**config.mk**
```make
export PLATFORM = sky130hd
export DESIGN_NAME = chain_loader
export DESIGN_NICKNAME = d
export VERILOG_FILES = /design/src/rtl/chain_loader.sv
export SDC_FILE = /design/constraint.sdc
export NUM_CORES = 1
export LEC_CHECK = 0
export CAP_MARGIN = 20
export CORE_ASPECT_RATIO = 2
export CORE_MARGIN = 3
export CORE_UTILIZATION = 30
export CTS_CLUSTER_SIZE = 16
export DETAILED_ROUTE_END_ITERATION = 10
export PLACE_DENSITY_LB_ADDON = 0.3
export SLEW_MARGIN = 10
export SYNTH_ARGS = -nofsm -noshare
export SYNTH_HDL_FRONTEND = slang
export SYNTH_SLANG_ARGS = --single-unit
```
**constraint.sdc**
```tcl
create_clock -name clk -period 5.5 [get_ports clk]
set_input_delay 1.1 -clock clk [delete_from_list [all_inputs] [get_ports clk]]
set_output_delay 1.1 -clock clk [all_outputs]
set_load 0.1 [all_outputs]
```
**src/rtl/chain_loader.sv**
```systemverilog
// chain_loader: programs the serial configuration chain from a parallel image.
// Shifts the image out MSB first on din/scl framed by cs, captures dout into
// readback, and optionally re-shifts the same image to verify the chain.
//
// Ports:
//   clk       system clock
//   reset     asynchronous reset, active-low
//   start     single-cycle load request, accepted only in IDLE
//   verify    sampled with start; 1 = run a second compare pass
//   image     chain contents, latched on an accepted start
//   busy      high from the cycle after an accepted start until done
//   done      one-cycle pulse at the end of the operation
//   err       verify mismatch, sticky until the next accepted start
//   readback  bits shifted out of the chain during the last pass
//   scl       chain serial clock
//   cs        chain select, active-high
//   din       chain serial data
//   dout      chain serial data return
module chain_loader #(
  parameter int unsigned CHAIN_LEN = 264,
  parameter int unsigned DIV       = 4,
  parameter int unsigned CS_SETUP  = 2
) (
  input  logic                 clk,
  input  logic                 reset,
  input  logic                 start,
  input  logic                 verify,
  input  logic [CHAIN_LEN-1:0] image,
  output logic                 busy,
  output logic                 done,
  output logic                 err,
  output logic [CHAIN_LEN-1:0] readback,
  output logic                 scl,
  output logic                 cs,
  output logic                 din,
  input  logic                 dout
);

  localparam int unsigned CNT_W = 8;
  localparam int unsigned BIT_W = (CHAIN_LEN > 1) ? $clog2(CHAIN_LEN) : 1;
  localparam logic [CNT_W-1:0] DIV_LAST   = CNT_W'(DIV - 1);
  localparam logic [CNT_W-1:0] SETUP_LAST = CNT_W'(CS_SETUP - 1);
  localparam logic [BIT_W-1:0] BIT_MSB    = BIT_W'(CHAIN_LEN - 1);

  typedef enum logic [2:0] {
    IDLE  = 3'd0,
    SETUP = 3'd1,
    SHIFT = 3'd2,
    HOLD  = 3'd3,
    DONE  = 3'd4
  } state_t;

  state_t               state_q, state_d;
  logic [CNT_W-1:0]     cnt_q, cnt_d;
  logic [BIT_W-1:0]     bit_q, bit_d;
  logic                 phase_q, phase_d;
  logic                 pass_q, pass_d;
  logic                 verify_q, verify_d;
  logic [CHAIN_LEN-1:0] shadow_q, shadow_d;
  logic                 sample;

  logic                 scl_d, cs_d, din_d, busy_d, done_d, err_d;
  logic [CHAIN_LEN-1:0] readback_d;

  // State register and sequencing counters
  always_ff @(posedge clk or negedge reset) begin
    if (!reset) begin
      state_q  <= IDLE;
      cnt_q    <= '0;
      bit_q    <= '0;
      phase_q  <= 1'b0;
      pass_q   <= 1'b0;
      verify_q <= 1'b0;
      shadow_q <= '0;
    end else begin
      state_q  <= state_d;
      cnt_q    <= cnt_d;
      bit_q    <= bit_d;
      phase_q  <= phase_d;
      pass_q   <= pass_d;
      verify_q <= verify_d;
      shadow_q <= shadow_d;
    end
  end

  // Next-state: phase_q 0 = scl low half, 1 = scl high half of the current bit
  always_comb begin
    state_d  = state_q;
    cnt_d    = cnt_q + CNT_W'(1);
    bit_d    = bit_q;
    phase_d  = phase_q;
    pass_d   = pass_q;
    verify_d = verify_q;
    shadow_d = shadow_q;
    sample   = 1'b0;
    case (state_q)
      IDLE: begin
        cnt_d = '0;
        if (start) begin
          state_d  = SETUP;
          shadow_d = image;
          verify_d = verify;
          pass_d   = 1'b0;
          bit_d    = BIT_MSB;
          phase_d  = 1'b0;
        end
      end
      SETUP: begin
        if (cnt_q == SETUP_LAST) begin
          state_d = SHIFT;
          cnt_d   = '0;
          phase_d = 1'b0;
        end
      end
      SHIFT: begin
        if (cnt_q == DIV_LAST) begin
          cnt_d = '0;
          if (!phase_q) begin
            // Rising scl edge: capture dout before the chain shifts
            phase_d = 1'b1;
            sample  = 1'b1;
          end else if (bit_q == '0) begin
            state_d = HOLD;
            phase_d = 1'b0;
          end else begin
            phase_d = 1'b0;
            bit_d   = bit_q - BIT_W'(1);
          end
        end
      end
      HOLD: begin
        if (cnt_q == DIV_LAST) begin
          cnt_d = '0;
          if (verify_q && !pass_q) begin
            state_d = SETUP;
            pass_d  = 1'b1;
            bit_d   = BIT_MSB;
          end else begin
            state_d = DONE;
          end
        end
      end
      DONE: begin
        cnt_d   = '0;
        state_d = IDLE;
      end
      default: begin
        cnt_d   = '0;
        state_d = IDLE;
      end
    endcase
  end

  // Output decode: next values of the registered pin/status outputs
  always_comb begin
    scl_d      = 1'b0;
    cs_d       = 1'b0;
    din_d      = 1'b0;
    busy_d     = 1'b0;
    done_d     = 1'b0;
    err_d      = err;
    readback_d = readback;
    case (state_d)
      SETUP, SHIFT: begin
        cs_d   = 1'b1;
        busy_d = 1'b1;
        din_d  = shadow_d[bit_d];
        scl_d  = (state_d == SHIFT) && phase_d;
      end
      HOLD:    busy_d = 1'b1;
      DONE:    done_d = 1'b1;
      default: ;
    endcase
    if (state_q == IDLE && start) begin
      err_d = 1'b0;
    end
    // Only a verify operation reaches DONE from HOLD with verify_q set (pass 1)
    if (state_q == HOLD && state_d == DONE && verify_q) begin
      err_d = (readback != shadow_q);
    end
    if (sample) begin
      readback_d = {readback[CHAIN_LEN-2:0], dout};
    end
  end

  // Registered outputs
  always_ff @(posedge clk or negedge reset) begin
    if (!reset) begin
      scl      <= 1'b0;
      cs       <= 1'b0;
      din      <= 1'b0;
      busy     <= 1'b0;
      done     <= 1'b0;
      err      <= 1'b0;
      readback <= '0;
    end else begin
      scl      <= scl_d;
      cs       <= cs_d;
      din      <= din_d;
      busy     <= busy_d;
      done     <= done_d;
      err      <= err_d;
      readback <= readback_d;
    end
  end

endmodule

```
==> results of run 1 <==
cell usage after synthesis, types with 21 or more instances:
cell type | instances | share of area, %
nand3_1 | 35 | 0.65
xor2_1 | 123 | 4.0
clkbuf_1 | 56 | 0.78
mux2_2 | 297 | 12
mux2i_1 | 65 | 2.4
buf_2 | 51 | 0.94
a21oi_1 | 24 | 0.44
nor2_1 | 75 | 1.0
o211ai_1 | 21 | 0.58
nand4_1 | 45 | 1.0
nor4_1 | 48 | 1.1
o21ai_0 | 41 | 0.76
nand2_1 | 753 | 10
inv_1 | 27 | 0.37
xnor2_1 | 141 | 4.6
dfrtp_1 | 557 | 51
metrics by stage:
step                utilization (%)  cell area [µm²]  std cells  total power [mW]  worst slack (ns)
global route                   40.1            35900       4343              9.46             0.499
CTS                            40.1            35900       4343              9.28             0.724
floorplan                         -            27100       2593              4.60              1.69
global placement               38.0            33900       4238              5.16             0.585
detailed placement             38.0            33900       4238              5.16             0.585
finish                         40.1            35900       4344              9.20             0.551
power groups by stage:
| stage | registers (mW) | logic, mW | clock network, mW |
|---|---|---|---|
| after CTS | 4.28 | 0.808 | 4.19 |
| after detailed placement | 4.36 | 0.803 | 0 |
| after global placement | 4.35 | 0.808 | 0 |
| after global routing | 4.29 | 0.848 | 4.32 |
| after floorplan | 4.35 | 0.245 | 0 |
| final | 4.28 | 0.806 | 4.11 |
registers in the layout, summed over array words and instances, names as in the netlist, 3 cells and up:
signal,flops
bit_q,9
state_q,3
shadow_q,264
cnt_q,8
readback,264
final cells by class:
cell class                      count  area (µm²)
Clock inverter                     18         218
Inverter                           32         135
Multi-Input combinational cell   1871       12400
Sequential cell                   557       13900
Tap cell                         1177        1470
Clock buffer                       87        1710
Fill cell                        8806       53500
Antenna cell                        1        2.50
Timing Repair Buffer              601        5990
worst register-to-register path, cell delays in order (launching register included):
cell       delay [ns]
dfrtp_1          0.40
inv_1            0.15
ha_1             0.23
or4b_4           0.53
o211a_1          0.40
a21oi_4          0.44
a21oi_4          0.10
inv_4            0.29
buf_12           0.25
buf_4            0.36
nor2_1           0.10
nor2_1           0.29
o2bb2ai_1        0.13
o32ai_1          0.60
nor4_1           0.10
buf_4            0.17
nand3b_1         0.16
a41oi_2          0.19
per-layer routing:
metal  wire, µm  part of all wire [%]  vias to the layer above  global-route usage, %
li1           -                     -                     9909                      -
met1      50900                    39                    11400                   33.4
met2      63300                    48                     1052                   45.6
met3       8490                   6.5                      216                   4.47
met4       7850                   6.0                        6                   13.8
met5         39                 0.030                        -                      0
final timing paths:
kind | start | endpoint | cells after the start
max | bit_q[1]$_DFF_PN0_ | din$_DFF_PN0_ | 17
min | reset | readback[70]$_DFFE_PN0P_ | 1
max reg2reg | bit_q[1]$_DFF_PN0_ | din$_DFF_PN0_ | 17
min reg2reg | shadow_q[182]$_DFF_PN0_ | shadow_q[182]$_DFF_PN0_ | 2
max in group asynchronous | reset | readback[4]$_DFFE_PN0P_ | 2
min in group clk | shadow_q[182]$_DFF_PN0_ | shadow_q[182]$_DFF_PN0_ | 2
cell families after synthesis:
logic type	Yosys count	share of synthesized area (%)
and+or+nand+nor	1024	16.0
DFF	557	51.4
muxes	362	14.7
xor gates and xnor gates	264	8.53
AOI/OAI and AO/OA	217	6.28
buffers and inverters	165	2.84
adders and majority gates	4	0.185
==> impl_metrics.py, run 1 <==
metrics = {
    "worst_setup_path": {
        "worstPathMaxFanout": 19,
        "criticalPathCategory": "reg -> reg",
        "crit_path_cell_trace": "inv_1 -> ha_1 -> or4b_4 -> o211a_1 -> a21oi_4 -> a21oi_4 -> inv_4 -> buf_12 -> buf_4 -> nor2_1 -> nor2_1 -> o2bb2ai_1 -> o32ai_1 -> nor4_1 -> buf_4 -> nand3b_1 -> a41oi_2",
        "cp.required_ns": 6.06,
        "cp_num_buf_inv": 5,
        "crit_slowest_cell": "o32ai_1",
        "arrival_ns": 5.50,
        "crit_family": "compound AO/OA/AOI/OAI gates",
        "worstSetupEndpointType": "flop",
        "startpoint_type": "flop",
        "cpPeakStageDelay_ns": 0.60,
        "r2r_slack_ns": 0.55,
    },
    "drt": {
        "wire_per_inst_um": 30.1,
        "drtIter0Drc": 1963,
        "num_vias": 22500,
        "viasPerCell": 5.19,
        "drc_errors": 0,
        "ant_nets": 0,
        "wl_um": 131000,
        "dr.pass1.iters": 5,
    },
    "grt": {
        "antenna_found_initial": 4,
        "grt_overflow": 0,
        "grt_pass1_vias": 23200,
        "grt_pass1_wl_um": 181000,
        "grt_max_degree": 175,
        "track_usage_pct": 27.1,
    },
    "power": {
        "switching_power_mw": 2.34,
        "vdd_drop_max_mv": 0.231,
        "sequentialPowerShare_pct": 46.6,
        "power.leakage_nw": 16.9,
        "p_comb_share_pct": 8.8,
        "power.density_mw_per_mm2": 256,
        "pwr-share-clk_pct": 44.7,
        "switching_share_pct": 25.4,
        "p_int_mw": 6.86,
    },
    "clock_tree": {
        "cts_tree": "built",
        "clk_pin_slew_ns": 0.07,
        "cts_setup_buffers": 0,
        "clock_latency_ns": 0.65,
        "cts_hold_buf": 0,
        "numCtsBuffers": 56,
        "numClockSinks": 557,
        "h-tree-depth": 2,
        "cts_resized": 0,
        "clk_path_buf_depth": 3,
        "cts-root-buf": "clkbuf_16",
    },
    "finish": {
        "drive_above_1_share_pct": 15.4,
        "layout_common_cells": "nand2_1, dfrtp_1, clkdlybuf4s50_1",
        "fin_nets": 3392,
        "final_common_cell": "nand2_1",
        "area_delta_synth_final_pct": 32.3,
    },
    "floorplan": {
        "initial_core_util_pct": 30.3,
        "die_y_um": 431,
        "die_area_mm2": 0.0942,
        "placementRows": 155,
        "core_area_mm2": 0.0894,
        "die_x_um": 219,
        "design.portCount": 539,
    },
    "min_path": {
        "hp-class": "in -> async",
    },
    "sta": {
        "fin_crit_sh_pct": 90.0,
        "period_minus_slack_ns": 4.95,
        "hold_viol": 0,
        "slew_headroom_pct": 9.13,
        "rsz0062_at_grt": "false",
        "finalSetupViolCount": 0,
        "fin_worst_skew_ns": 0.0229,
        "fmax_mhz": 202,
        "whs_ns": 0.486,
        "tns_ns": 0,
        "slew_viol_final": 0,
        "worst_pin_slew_ns": 1.36,
    },
    "run": {
        "maxCapViolCount": 0,
    },
    "status": {
        "outcome": "finished, final reports clean",
    },
    "placement": {
        "hpwlAfterDp_um": 102000,
        "port_buffers": 538,
        "gp_congestion": 0.934,
    },
    "synthesis": {
        "ys.flop_type": "dfrtp_1",
        "netlist_instances": 2593,
        "yosysWarnings": 0,
        "synth-edff-count": 0,
        "ys_seq_area_share_pct": 51.4,
        "synthesis.area_mm2": 0.0271,
        "synth.distinct_cells": 92,
        "syn-num-nets": 2866,
        "synth-async-reset-ratio_pct": 100,
        "ys_ff_latch": 557,
        "synth_area_per_cell_um2": 10.5,
    },
}
Note: power is estimated with default switching activity, not from simulation.
==> run 2: changes to the inputs <==
--- a/config.mk
+++ b/config.mk
@@ -11,6 +11,7 @@
 export CORE_UTILIZATION = 30
 export CTS_CLUSTER_SIZE = 16
 export DETAILED_ROUTE_END_ITERATION = 10
+export DONT_BUFFER_PORTS = 1
 export PLACE_DENSITY_LB_ADDON = 0.3
 export SLEW_MARGIN = 10
 export SYNTH_ARGS = -nofsm -noshare
==> run 2 against run 1 <==
Clock-buffer cell count shrank 10. Hold slack got worse by 0.32 ns. Register-to-register slack improved by 0.64 ns. Critical path type unchanged.
==> impl_metrics.py, run 2 (synthesis results as in run 1) <==
metrics = {
    "clock_tree": {
        "cts_hold_buf": 0,
        "numClockSinks": 557,
        "cts_setup_buffers": 0,
        "clk_path_buf_depth": 3,
        "clk_pin_slew_ns": 0.07,
        "cts_tree": "built",
        "cts_resized": 0,
        "h-tree-depth": 2,
        "cts-root-buf": "clkbuf_16",
        "clock_latency_ns": 0.64,
        "numCtsBuffers": 55,
    },
    "worst_setup_path": {
        "crit_slowest_cell": "mux2i_1",
        "crit_family": "compound AO/OA/AOI/OAI gates",
        "startpoint_type": "flop",
        "arrival_ns": 4.82,
        "cp-startpoint": "bit_q[1]$_DFF_PN0_",
        "cpPeakStageDelay_ns": 0.59,
        "worstPathMaxFanout": 21,
        "crit_path_cell_trace": "inv_1 -> ha_1 -> or4b_4 -> o2111ai_4 -> a31oi_4 -> a21oi_4 -> buf_4 -> mux2i_1 -> mux2i_1 -> a2bb2oi_1 -> o2111ai_1 -> a21oi_1 -> a211oi_2 -> a41oi_2",
        "cp_num_buf_inv": 2,
        "reg2reg_depth": 14,
        "worstSetupEndpointType": "flop",
        "cp.required_ns": 6.01,
        "criticalPathCategory": "reg -> reg",
        "cpMostUsedCell": "mux2i_1",
        "r2r_start": "bit_q[1]$_DFF_PN0_",
        "path_depth": 14,
    },
    "finish": {
        "drive_above_1_share_pct": 20.9,
        "area_delta_synth_final_pct": 14.9,
        "fin_cells": 3892,
        "layout_common_cells": "nand2_1, dfrtp_1, mux2_2",
        "fin_nets": 2936,
        "nFillCells": 9104,
        "reg.largest.list": "readback x264, shadow_q x264, bit_q x9",
        "final_util_pct": 34.8,
        "final_common_cell": "nand2_1",
        "design_area_mm2": 0.0311,
    },
    "sta": {
        "slew_viol_final": 0,
        "hold_viol": 0,
        "fin_crit_sh_pct": 78.4,
        "fin_worst_skew_ns": 0.0186,
        "rsz0062_at_grt": "false",
        "whs_ns": 0.166,
        "fmax_mhz": 232,
        "finalSetupViolCount": 0,
        "period_minus_slack_ns": 4.31,
        "tns_ns": 0,
        "slew_headroom_pct": 21.4,
        "worst_pin_slew_ns": 1.18,
    },
    "drt": {
        "dr.pass1.iters": 5,
        "drtIter0Drc": 1821,
        "wire_per_inst_um": 33.6,
        "num_vias": 20700,
        "viasPerCell": 5.31,
        "ant_nets": 0,
        "drc_errors": 0,
        "wl_um": 131000,
    },
    "placement": {
        "dp.cells": 3780,
        "hpwlAfterDp_um": 104000,
        "gp_congestion": 0.987,
        "port_buffers": 0,
        "placedInstanceArea_mm2": 0.0292,
    },
    "power": {
        "vdd_drop_max_mv": 0.238,
        "power.leakage_nw": 15.4,
        "power.density_mw_per_mm2": 283,
    },
    "grt": {
        "grt_pass1_wl_um": 177000,
        "grt_overflow": 0,
        "track_usage_pct": 27.1,
        "grt_max_degree": 558,
        "grt_pass1_vias": 21100,
        "antenna_found_initial": 25,
    },
    "floorplan": {
        "core_area_mm2": 0.0894,
        "initial_core_util_pct": 30.3,
        "die_area_mm2": 0.0942,
        "placementRows": 155,
        "die_y_um": 431,
        "design.portCount": 539,
        "die_x_um": 219,
    },
    "run": {
        "maxCapViolCount": 0,
    },
    "min_path": {
        "hp-class": "in -> async",
    },
    "status": {
        "outcome": "finished, final reports clean",
    },
}
[run 2: changes by cell type in the layout (fill, tap and decap cells not counted), moves of 2 or more]
cell             previous run  this run
clkbuf_8                   17        14
clkinvlp_4                  2         7
clkinv_2                    6         8
inv_6                       4         1
buf_4                      53       129
clkbuf_1                   13         6
diode_2                     1        12
buf_16                      0         5
clkdlybuf4s50_1           537         0
[run 2: report_power, final]
group | leakage (nW) | internal [mW] | switching, mW | total [mW]
clock network | 0.894 | 2.22 | 1.75 | 3.97
registers | 7.42 | 4.20 | 0.0943 | 4.29
logic | 7.09 | 0.158 | 0.389 | 0.547
[run 2: final timing paths]
kind                                            end  slack, ns
min in group clk             shadow_q[82]$_DFF_PN0_       0.52
hold / removal             readback[61]$_DFFE_PN0P_       0.17
setup reg to reg                      din$_DFF_PN0_       1.19
setup / recovery                      din$_DFF_PN0_       1.19
hold reg to reg              shadow_q[82]$_DFF_PN0_       0.52
max in group asynchronous  readback[26]$_DFFE_PN0P_       3.48
[run 2: metrics by stage]
| step | setup slack (ns) | power, mW |
|---|---|---|
| floorplan | 1.69 | 4.60 |
| global placement | 1.22 | 4.83 |
| detailed placement | 1.16 | 4.84 |
| CTS | 1.17 | 8.81 |
| global route | 0.937 | 9.07 |
| finish | 1.19 | 8.81 |
[run 2: routing by layer]
metal  part of all wire (%)  vias up  global-route usage, %
met1                     36    10500                   30.7
met2                     50      968                   46.8
met4                    4.9       10                   11.6
met3                    8.8      189                   8.11
li1                       -     9018                      -
met5                  0.050        -                      0
[run 2: cell type report]
class	count	area (µm²)	share of cell area [%]
well taps	1177	1470	4.73
multi-input cells	1871	12400	39.8
inverters	32	135	0.434
flip-flops and latches	557	13900	44.7
clock buffers	77	1640	5.27
repair buffers	146	1320	4.24
clock inverters	20	200	0.643
diodes	12	30.0	0.0964
